File: src/rtl/subtree_rr_scheduler.sv
// Round-robin scheduler for one shared resource among the sibling children of a hierarchy node.
// Optional forced revoke of long grants is enabled by defining SUBTREE_SCHED_TIMEOUT_EN.
module subtree_rr_scheduler #(
  parameter int NUM_REQ     = 10,
  parameter int TURN_CYCLES = 1,
  parameter int MAX_HOLD    = 64,
  parameter int HOLD_W      = 8,
  localparam int IDW        = $clog2(NUM_REQ)
) (
  input  logic               clk,
  input  logic               rst_n,
  input  logic               arb_en,
  input  logic [NUM_REQ-1:0] req,
  output logic [NUM_REQ-1:0] gnt,
  output logic               gnt_valid,
  output logic [IDW-1:0]     gnt_id,
  output logic [HOLD_W-1:0]  hold_cnt,
  output logic               timeout,
  output logic [1:0]         dbg_state
);

  if (NUM_REQ < 2 || NUM_REQ > 16 || TURN_CYCLES < 1 || TURN_CYCLES > 15 ||
      HOLD_W < 1 || HOLD_W > 30 || (1 << HOLD_W) <= MAX_HOLD) begin : g_param_check
    $fatal(1, "subtree_rr_scheduler: parameter out of range");
  end

  typedef enum logic [1:0] {IDLE = 2'd0, GRANT = 2'd1, GAP = 2'd2} state_t;

  // Handshake: a child holds req[i] high for as long as it needs the resource and
  // owns it while gnt[i] is high; dropping req[i] is the release, seen one edge later.
  state_t              state_q, state_d;
  logic [IDW-1:0]      ptr_q, ptr_d;
  logic [3:0]          gap_q, gap_d;
  logic [NUM_REQ-1:0]  gnt_q, gnt_d;
  logic [IDW-1:0]      id_q, id_d;
  logic [HOLD_W-1:0]   hold_q, hold_d;
  logic                timeout_q, timeout_d;
  logic                found;
  logic [IDW-1:0]      pick;
  logic                revoke;

  function automatic logic [IDW-1:0] wrap_add(input logic [IDW-1:0] base, input int off);
    int s;
    s = int'(base) + off;
    if (s >= NUM_REQ) s = s - NUM_REQ;
    return IDW'(s);
  endfunction

`ifdef SUBTREE_SCHED_TIMEOUT_EN
  assign revoke = req[id_q] && (hold_q == HOLD_W'(MAX_HOLD));
`else
  assign revoke = 1'b0;
`endif

  // First requester at or after the pointer, wrapping around.
  always_comb begin
    found = 1'b0;
    pick  = '0;
    for (int off = 0; off < NUM_REQ; off++) begin
      if (!found && req[wrap_add(ptr_q, off)]) begin
        found = 1'b1;
        pick  = wrap_add(ptr_q, off);
      end
    end
  end

  always_comb begin
    state_d   = state_q;
    ptr_d     = ptr_q;
    gap_d     = gap_q;
    gnt_d     = gnt_q;
    id_d      = id_q;
    hold_d    = hold_q;
    timeout_d = 1'b0;
    case (state_q)
      IDLE: begin
        if (arb_en && found) begin
          gnt_d       = '0;
          gnt_d[pick] = 1'b1;
          id_d        = pick;
          hold_d      = HOLD_W'(1);
          state_d     = GRANT;
        end
      end
      GRANT: begin
        if (!req[id_q] || revoke) begin
          // Release and revoke share one path so the old owner ranks lowest next scan.
          gnt_d     = '0;
          hold_d    = '0;
          ptr_d     = wrap_add(id_q, 1);
          gap_d     = 4'(TURN_CYCLES);
          timeout_d = revoke;
          state_d   = GAP;
        end else if (hold_q != '1) begin
          hold_d = hold_q + HOLD_W'(1);
        end
      end
      GAP: begin
        gap_d = gap_q - 4'd1;
        if (gap_q <= 4'd1) begin
          gap_d   = '0;
          state_d = IDLE;
        end
      end
      default: state_d = IDLE;
    endcase
  end

  always_ff @(posedge clk or negedge rst_n) begin
    if (!rst_n) begin
      state_q   <= IDLE;
      ptr_q     <= '0;
      gap_q     <= '0;
      gnt_q     <= '0;
      id_q      <= '0;
      hold_q    <= '0;
      timeout_q <= 1'b0;
    end else begin
      state_q   <= state_d;
      ptr_q     <= ptr_d;
      gap_q     <= gap_d;
      gnt_q     <= gnt_d;
      id_q      <= id_d;
      hold_q    <= hold_d;
      timeout_q <= timeout_d;
    end
  end

  assign gnt       = gnt_q;
  assign gnt_valid = |gnt_q;
  assign gnt_id    = id_q;
  assign hold_cnt  = hold_q;
  assign timeout   = timeout_q;
  assign dbg_state = state_q;

endmodule

File: config.mk
export PLATFORM = sky130hd
export DESIGN_NAME = subtree_rr_scheduler
export DESIGN_NICKNAME = d
export VERILOG_FILES = /design/src/rtl/subtree_rr_scheduler.sv
export SDC_FILE = /design/constraint.sdc
export NUM_CORES = 1
export LEC_CHECK = 0
export CAP_MARGIN = 20
export CORE_ASPECT_RATIO = 1.2
export CORE_MARGIN = 2
export CORE_UTILIZATION = 50
export CTS_BUF_LIST = sky130_fd_sc_hd__clkbuf_2 sky130_fd_sc_hd__clkbuf_4 sky130_fd_sc_hd__clkbuf_8
export CTS_CLUSTER_DIAMETER = 40
export DETAILED_ROUTE_END_ITERATION = 16
export PLACE_DENSITY = 0.73
export SLEW_MARGIN = 40
export SYNTH_ARGS = -nofsm -noshare
export SYNTH_HDL_FRONTEND = slang
export SYNTH_SLANG_ARGS = --single-unit
export TNS_END_PERCENT = 10
File: constraint.sdc
create_clock -name clk -period 4.3 [get_ports clk]
set_input_delay 0.43 -clock clk [delete_from_list [all_inputs] [get_ports clk]]
set_output_delay 0.43 -clock clk [all_outputs]
set_load 0.1 [all_outputs]
==> results of run 1 <==
## synth_stat cells, types with 4 or more instances
library cell	number
nor2b_1	7
and2_1	11
a32o_1	10
or2_2	4
a221oi_1	6
clkbuf_1	9
nand3_1	13
nor3_1	11
inv_1	18
xnor2_1	9
ha_1	28
a21o_1	8
or3_1	8
buf_2	6
mux2_2	19
mux2i_1	19
nand2_1	57
mux4_2	6
dfrtp_1	32
a31oi_1	5
o221ai_1	4
o21ai_0	31
xor2_1	8
nand2b_1	14
nor2_1	39
o31ai_1	4
nor4_1	6
o21a_1	6
o211ai_1	11
o22ai_1	7
o2111ai_1	5
and3_1	7
o21ai_1	5
a211oi_1	9
a21oi_1	27
## area by class of cell
class                           count  area (um2)
Fill cell                         778        3290
Multi-Input combinational cell    492        3830
Tap cell                          120         150
Timing Repair Buffer              111         801
Inverter                           23        92.6
Sequential cell                    32         802
Clock buffer                        6        76.3
Clock inverter                      2        35.0
## worst paths after layout
check | startpoint | endpoint | slack [ps]
setup / recovery | ptr_q[0]$_DFFE_PN0P_ | gnt[5]$_DFFE_PN0P_ | 5
hold / removal | rst_n | hold_cnt[5]$_DFFE_PN0P_ | 520
setup reg to reg | ptr_q[0]$_DFFE_PN0P_ | gnt[5]$_DFFE_PN0P_ | 5
hold reg to reg | gap_q[3]$_DFFE_PN0P_ | gap_q[3]$_DFFE_PN0P_ | 520
max in group asynchronous | rst_n | ptr_q[2]$_DFFE_PN0P_ | 3440
min in group clk | gap_q[3]$_DFFE_PN0P_ | gap_q[3]$_DFFE_PN0P_ | 520
## kinds of logic (layout without fill, tap and decap cells)
group / Yosys count / in the layout / share of synthesized area (%)
xor gates and xnor gates: 20 / 20 / 4.46
other: 1 / 1 / 0.0801
muxes: 44 / 44 / 11.5
DFF: 32 / 32 / 17.1
AOI/OAI and AO/OA: 196 / 196 / 32.0
adders and majority gates: 29 / 29 / 7.91
and+or+nand+nor: 202 / 202 / 22.7
buffers and inverters: 45 / 142 / 4.30
## registers in the layout, indices dropped and copies added, names as in the netlist
signal	count
hold_cnt	8
ptr_q	4
gnt	10
dbg_state	2
gnt_id	4
gap_q	4
## per-layer routing
layer  GRT usage (%)  routed length, um  vias up
met2            59.0               8120      202
met4            12.6                668        0
met5               0                  0        -
met1            36.8               6490     2453
met3            3.54                797       52
li1                -                  -     2397
## worst max-delay path, cell delays in order, from the launching register on
cell	delay, ps
dfrtp_1	390
inv_1	90
buf_4	160
ha_4	340
clkinv_2	90
ha_2	220
nor2b_1	120
mux2i_1	80
a221o_1	420
buf_4	170
o2111a_1	240
or3_1	410
a2111oi_1	610
buf_4	210
o32ai_1	90
o21a_2	260
a32o_1	270
## per-stage QoR
| step | std cells | utilization [%] | instance area (um2) | setup WS, ps | hold slack (ps) |
|---|---|---|---|---|---|
| after global placement | 768 | 61.8 | 5610 | -34.4 | 481 |
| after detailed placement | 768 | 60.4 | 5490 | -46.3 | 499 |
| after floorplan | 569 | - | 4730 | 7.18 | 134 |
| final | 786 | 63.7 | 5790 | 4.92 | 516 |
| after global routing | 786 | 63.7 | 5790 | -92.0 | 533 |
| after CTS | 776 | 61.8 | 5610 | 6.68 | 512 |
## what timing repair did
action,CTS,global route
endpoints found under the hold margin,0,0
pin swaps,0,7
cloned,0,0
buffers inserted,0,10
gates resized for setup,3,22
endpoints found under the setup margin,10,15
==> results.json, run 1 <==
{
  "run_status": "completed",
  "max_clock_freq_mhz": 233,
  "cts_hold_buf": 0,
  "clk_pin_slew_ps": 70,
  "grt-ovfl-total": 0,
  "synthToLayoutAreaGrowth_pct": 23.6,
  "track_usage_pct": 31.5,
  "syn_area_per_cell_um2": 8.23,
  "worstPathArrival_ps": 4480,
  "synthTopCellsByArea": "dfrtp_1 17%, ha_1 7.5%, mux2_2 4.6%",
  "ios": 39,
  "placementRows": 38,
  "fin_crit_sh_pct": 99.9,
  "cts.path.max_buffers": 2,
  "worstSkewPairLatency_ps": 300,
  "setup-tns-final_ps": 0,
  "required_ps": 4490,
  "crit_path_max_fanout": 7,
  "place_congestion": 1.01,
  "finalMaxSlewViolations": 0,
  "ys_seq_area_share_pct": 17.1,
  "crit_type": "reg -> reg",
  "ant_nets": 0,
  "synth_nets": 611,
  "cts_buffers": 5,
  "ys_seq_elements": 32,
  "die_w_um": 92.3,
  "clock_skew_ps": 4.37,
  "ff2ff_path_depth": 16,
  "layout-drive-gt1-share_pct": 28.5,
  "dieArea_um2": 10200,
  "grt_pass1_wl_mm": 25.2,
  "slew_headroom_pct": 48.2,
  "async_flop_share_pct": 100,
  "syn_inst": 569,
  "drt_pass1_iterations": 5,
  "final_common_cell": "buf_4",
  "synth_edf_count": 0,
  "cts_sinks": 32,
  "drc": 0,
  "final_nets": 707,
  "grt_max_degree": 33,
  "io_buffers": 37,
  "antenna_cells": 0,
  "cp-end-kind": "flop",
  "vias": 5104,
  "setup_viol": 0,
  "routedWlPerCell_um": 20.4,
  "synth_area_um2": 4680,
  "tightest_slew_ps": 771,
  "cts_root_buffer": "clkbuf_8",
  "coreArea_um2": 9080,
  "ys_types": 99,
  "initial_utilization_pct": 51.6,
  "worstSetupStartpointType": "flop",
  "die_h_um": 110,
  "first_global_vias": 4904,
  "yosys_warnings": 0,
  "hpwl_mm": 12.8,
  "viasPerCell": 6.49,
  "cts_tree": "done",
  "totalWireLength_mm": 16.1,
  "first_iter_violations": 290,
  "layout_common_cells": "74 x buf_4, 57 x nand2_1, 39 x nor2_1",
  "synth_ff_type": "dfrtp_1",
  "synth_top_area_cell": "dfrtp_1",
  "netlist.area_leader.share_pct": 17.1,
  "cts_max_level": 2,
  "finalCriticalPeriod_ps": 4300,
  "cap_viol_max_count": 0,
  "hold_violations": 0,
  "antenna_found_initial": 0,
  "hp-class": "in -> async",
  "rsz0062_at_grt": "yes"
}
Power of run 1 is not shown: default switching activity piles up to over one toggle a cycle in this logic, so the estimate is an artifact.
==> run 2: changes to the inputs <==
--- a/config.mk
+++ b/config.mk
@@ -7,11 +7,13 @@
 export LEC_CHECK = 0
 export CAP_MARGIN = 20
+export CELL_PAD_IN_SITES_DETAIL_PLACEMENT = 0
+export CELL_PAD_IN_SITES_GLOBAL_PLACEMENT = 2
 export CORE_ASPECT_RATIO = 1.2
 export CORE_MARGIN = 2
-export CORE_UTILIZATION = 50
+export CORE_UTILIZATION = 33
 export CTS_BUF_LIST = sky130_fd_sc_hd__clkbuf_2 sky130_fd_sc_hd__clkbuf_4 sky130_fd_sc_hd__clkbuf_8
 export CTS_CLUSTER_DIAMETER = 40
 export DETAILED_ROUTE_END_ITERATION = 16
-export PLACE_DENSITY = 0.73
+export PLACE_DENSITY = 0.79
 export SLEW_MARGIN = 40
 export SYNTH_ARGS = -nofsm -noshare
==> constraint.sdc (replaced) <==
create_clock -name clk -period 4.3 [get_ports clk]
set_input_delay 0.43 -clock clk [delete_from_list [all_inputs] [get_ports clk]]
set_output_delay 0.43 -clock clk [all_outputs]
set_load 0.05 [all_outputs]
==> run 2 against run 1 <==
Setup slack gained 150 ps. Register-to-register slack better by 150 ps. Via count is 2.9% lower. Die area is 49% higher. Non-clock buffer count decreased by 7. Critical endpoint is now gnt[1]$_DFFE_PN0P_.
==> results.json, run 2 (synthesis gave the netlist of run 1 again) <==
{
  "run_status": "completed",
  "finalInstanceArea_um2": 5980,
  "worstHoldStart": "gap_q[3]$_DFFE_PN0P_",
  "clk_pin_slew_ps": 70,
  "fill_cells": 1358,
  "path_delay_family": "compound AO/OA/AOI/OAI gates",
  "r2r_start": "ptr_q[0]$_DFFE_PN0P_",
  "clock_skew_ps": 8.68,
  "antenna_cells": 0,
  "setup-tns-final_ps": 0,
  "cts.path.max_buffers": 2,
  "worstSetupEndpoint": "gnt[1]$_DFFE_PN0P_",
  "layout-drive-gt1-share_pct": 24.9,
  "required_ps": 4490,
  "grt_max_degree": 33,
  "hp-class": "reg -> reg",
  "synthToLayoutAreaGrowth_pct": 27.7,
  "crit_path_cell_trace": "buf_4, buf_4, mux2_2, and2_1, mux4_2, o22ai_1, and2_2, and3_2, nand3_2, o311a_1, a21o_2, o41ai_2",
  "crit_buf_inv": 2,
  "ff2ff_path_depth": 12,
  "met2_length_mm": 8.50,
  "cts_tree": "done",
  "dieArea_um2": 15200,
  "crit_type": "reg -> reg",
  "finalCriticalPeriod_ps": 4150,
  "final_nets": 700,
  "cp-end-kind": "flop",
  "tightest_slew_ps": 776,
  "final_common_cell": "buf_4",
  "hpwl_mm": 13.5,
  "worstSkewPairLatency_ps": 290,
  "r2r_slack_ps": 150,
  "r2r_end": "gnt[1]$_DFFE_PN0P_",
  "hold_path_depth": 1,
  "die_w_um": 113,
  "totalWireLength_mm": 17.1,
  "ios": 39,
  "ant_nets": 0,
  "drc": 0,
  "cap_viol_max_count": 0,
  "cpPeakStageDelay_ps": 440,
  "largest_reg_flops": 10,
  "dpl.cell_count": 817,
  "antenna_found_initial": 0,
  "coreArea_um2": 13800,
  "grt_pass1_wl_mm": 26.7,
  "crit_top_cell": "buf_4",
  "drt_pass1_iterations": 5,
  "io_buffers": 37,
  "cts_buffers": 5,
  "wl_met1_mm": 7.00,
  "stdcell_count": 830,
  "initial_utilization_pct": 33.9,
  "dpl-instance-area_um2": 5700,
  "path_depth": 12,
  "layout_common_cells": "64 x buf_4, 57 x nand2_1, 39 x nor2_1",
  "track_usage_pct": 22.2,
  "first_iter_violations": 346,
  "hold_violations": 0,
  "rsz0062_at_grt": "yes",
  "fin_crit_sh_pct": 96.4,
  "cts_max_level": 2,
  "cts_sinks": 32,
  "worstSetupStartpointType": "flop",
  "vias": 4955,
  "cts_root_buffer": "clkbuf_8",
  "finalMaxSlewViolations": 0,
  "slew_headroom_pct": 47.9,
  "critPathSlowestCell": "mux4_2",
  "routedWlPerCell_um": 20.6,
  "first_global_vias": 5108,
  "die_h_um": 134,
  "dr.max_layer_used": "met4",
  "max_clock_freq_mhz": 241,
  "place_congestion": 0.912,
  "crit_path_max_fanout": 21,
  "grt-ovfl-total": 0,
  "placementRows": 47,
  "worstPathArrival_ps": 4330,
  "viasPerCell": 5.97,
  "setup_viol": 0,
  "dr_wl_met3_um": 719,
  "cp-startpoint": "ptr_q[0]$_DFFE_PN0P_"
}
run 2: cell count changes in the layout (fill, tap and decap cells not counted), moves of 3 or more:
cell             delta
buf_12              +3
buf_2              -25
buf_4              -10
clkdlybuf4s50_1    +25
ha_4                +3
mux2i_1             -3
mux2i_2             +3
run 2: how the worst min path moves through the flow:
stage / to / slack, ps
6_report: gap_q[3]$_DFFE_PN0P_ / 520
5_1_grt: gnt[4]$_DFFE_PN0P_ / 550
4_1_cts: gap_q[2]$_DFFE_PN0P_ / 530
3_5_place_dp: gap_q[2]$_DFFE_PN0P_ / 520
3_3_place_gp: gap_q[3]$_DFFE_PN0P_ / 480
2_1_floorplan: dbg_state[0]$_DFFE_PN0P_ / 130
run 2: repair_timing:
item,4_1_cts,5_1_grt
setup buffers,2,3
pin swaps,1,5
hold buffers,0,0
setup endpoints to repair,8,20
gates resized for setup,4,26
run 2: per-stage QoR:
stage               hold WS, ps  utilization [%]  setup slack, ps
floorplan                   134                -             7.18
global placement            477             41.2             -109
detailed placement          517             41.2            -94.8
CTS                         531             42.2             25.6
global route                546             43.3            -31.5
finish                      525             43.3              153
run 2: area by class of cell:
type | count | area, um2 | area share [%]
multi-input combinational | 492 | 3860 | 64.6
clock buffer | 8 | 97.6 | 1.63
sequential | 32 | 802 | 13.4
inverter | 23 | 92.6 | 1.55
timing repair buffer | 104 | 911 | 15.2
tap | 171 | 214 | 3.58
run 2: metal layers:
layer  global-route usage (%)  vias up
met2                     39.9      162
li1                         -     2373
met3                     2.33       44
met1                     25.9     2376
met4                     11.7        0
met5                        0        -
run 2: worst reg2reg max path, stage by stage (launching register included):
cell	delay (ps)
dfrtp_1	390
buf_4	270
buf_4	350
mux2_2	420
and2_1	160
mux4_2	440
o22ai_1	250
and2_2	310
and3_2	310
nand3_2	150
o311a_1	410
a21o_2	270
o41ai_2	330
Power of run 2 is left out for the same reason.
==> run 3: changes to the inputs <==
Settings changed: CORE_MARGIN 2 to 1.5.
==> run 3 against run 2 <==
Clock-buffer cell count decreased by 2. Die area down 1.6%. Maximum frequency decreased by 1.1%. Global-route usage up 0.31 points. Register-to-register slack worse by 50 ps. Sequential share of layout area unchanged. Critical path type unchanged.
==> results.json, run 3 (synthesis gave the netlist of run 1 again) <==
{
  "totalWireLength_mm": 16.8,
  "largest_reg_flops": 10,
  "r2r_start": "ptr_q[1]$_DFFE_PN0P_",
  "grt_pass1_wl_mm": 26.9,
  "required_ps": 4490,
  "worstSetupStartpointType": "flop",
  "antenna_cells": 0,
  "place_congestion": 0.943,
  "cts_buffers": 5,
  "placementRows": 47,
  "layout-drive-gt1-share_pct": 24.3,
  "grtUsageMet1_pct": 26.6,
  "cts_max_level": 2,
  "ff2ff_path_depth": 15,
  "fill_cells": 1405,
  "cts_root_buffer": "clkbuf_8",
  "min_to": "gap_q[3]$_DFFE_PN0P_",
  "drt_pass1_iterations": 4,
  "layout_common_cells": "64 x buf_4, 57 x nand2_1, 39 x nor2_1",
  "crit_path_max_fanout": 6,
  "first_global_vias": 5018,
  "crit_type": "reg -> reg",
  "holdWs_ps": 513,
  "r2r_slack_ps": 110,
  "io_buffers": 37,
  "routedWlPerCell_um": 20.3,
  "use_met3_pct": 2.18,
  "clock_skew_ps": 11.0,
  "worstPathArrival_ps": 4380,
  "synthToLayoutAreaGrowth_pct": 27.7,
  "grt_max_degree": 33,
  "slew_headroom_pct": 54.3,
  "vias": 4965,
  "finalCriticalPeriod_ps": 4190,
  "viasPerCell": 5.99,
  "max_clock_freq_mhz": 238,
  "cts_tree": "done",
  "grt-ovfl-total": 0,
  "drc": 0,
  "cp-end-kind": "flop",
  "grt_busiest_layer": "met2",
  "ant_nets": 0,
  "first_iter_violations": 322,
  "rsz0062_at_grt": "yes",
  "tightest_slew_ps": 675,
  "cts.path.max_buffers": 2,
  "cts_hold_buf": 0,
  "finalMaxSlewViolations": 0,
  "cpPeakStageDelay_ps": 460,
  "cap_viol_max_count": 0,
  "run_status": "completed",
  "fin_crit_sh_pct": 97.5,
  "crit_path_cell_trace": "inv_4, ha_2, xor2_4, buf_4, inv_2, ha_1, nor2b_1, o21ba_2, or2_4, a211o_4, a2111oi_4, nand3_2, o311a_1, a21o_2, o41ai_2",
  "hp-class": "reg -> reg",
  "ios": 39,
  "hold_path_depth": 1,
  "antenna_found_initial": 0,
  "coreArea_um2": 13800,
  "grt_util_met2_pct": 41.4,
  "hold_violations": 0,
  "r2r_end": "gnt[1]$_DFFE_PN0P_",
  "final_nets": 700,
  "track_usage_pct": 22.5,
  "final_common_cell": "buf_4",
  "worstHoldStart": "gap_q[3]$_DFFE_PN0P_",
  "dieArea_um2": 14900,
  "initial_utilization_pct": 33.9,
  "hpwl_mm": 13.5,
  "critPathSlowestCell": "a2111oi_4",
  "cts_sinks": 32,
  "setup_viol": 0,
  "die_w_um": 112,
  "die_h_um": 133,
  "clk_pin_slew_ps": 70,
  "worstSkewPairLatency_ps": 290
}
[run 3: cell type report]
cell class	count	area, um2	area share (%)
timing repair buffer	104	902	15.1
clock buffer	6	76.3	1.28
clock inverter	1	5.00	0.0837
multi-input combinational	492	3880	65.0
sequential	32	802	13.4
tap	171	214	3.58
inverter	23	92.6	1.55
[run 3: what timing repair did]
item,in CTS,in global routing
endpoints found under the setup margin,2,21
buffers inserted,0,3
pin swaps,0,4
gates resized for setup,2,30
[run 3: critical path: cells and delay by family, from the launching register on]
| family | cells | cell delay [ps] |
|---|---|---|
| compound gates | 6 | 2050 |
| xor+xnor | 1 | 190 |
| fa+ha+maj | 2 | 520 |
| buf+inv | 3 | 290 |
| flops | 1 | 440 |
| simple gates | 3 | 600 |
[run 3: worst max-delay path by stage]
stage	to	depth (start not counted)	from
floorplan	gnt[0]$_DFFE_PN0P_	17	ptr_q[0]$_DFFE_PN0P_
global route	gnt[1]$_DFFE_PN0P_	15	ptr_q[1]$_DFFE_PN0P_
global placement	gnt[0]$_DFFE_PN0P_	13	ptr_q[1]$_DFFE_PN0P_
detailed placement	gnt[1]$_DFFE_PN0P_	13	ptr_q[1]$_DFFE_PN0P_
CTS	gnt[1]$_DFFE_PN0P_	14	ptr_q[1]$_DFFE_PN0P_
finish	gnt[1]$_DFFE_PN0P_	15	ptr_q[1]$_DFFE_PN0P_
[run 3: metal layers]
layer | routed length [um] | up-vias | share of wire [%]
met5 | 0 | - | 0
met4 | 623 | 0 | 3.7
met3 | 530 | 31 | 3.2
met2 | 8730 | 109 | 52
met1 | 6930 | 2450 | 41
li1 | - | 2375 | -
[run 3: metrics by stage]
step | cells | utilization, % | setup TNS (ps) | area, um2 | setup slack (ps)
3_3_place_gp | 819 | 41.3 | 0 | 5700 | 8.66
2_1_floorplan | 569 | - | 0 | 4730 | 7.18
3_5_place_dp | 819 | 41.3 | -17.9 | 5700 | -16.6
6_report | 829 | 43.3 | 0 | 5980 | 106
4_1_cts | 826 | 41.9 | 0 | 5790 | 2.71
5_1_grt | 829 | 43.3 | 0 | 5980 | 4.68
Power of run 3 is left out for the same reason.
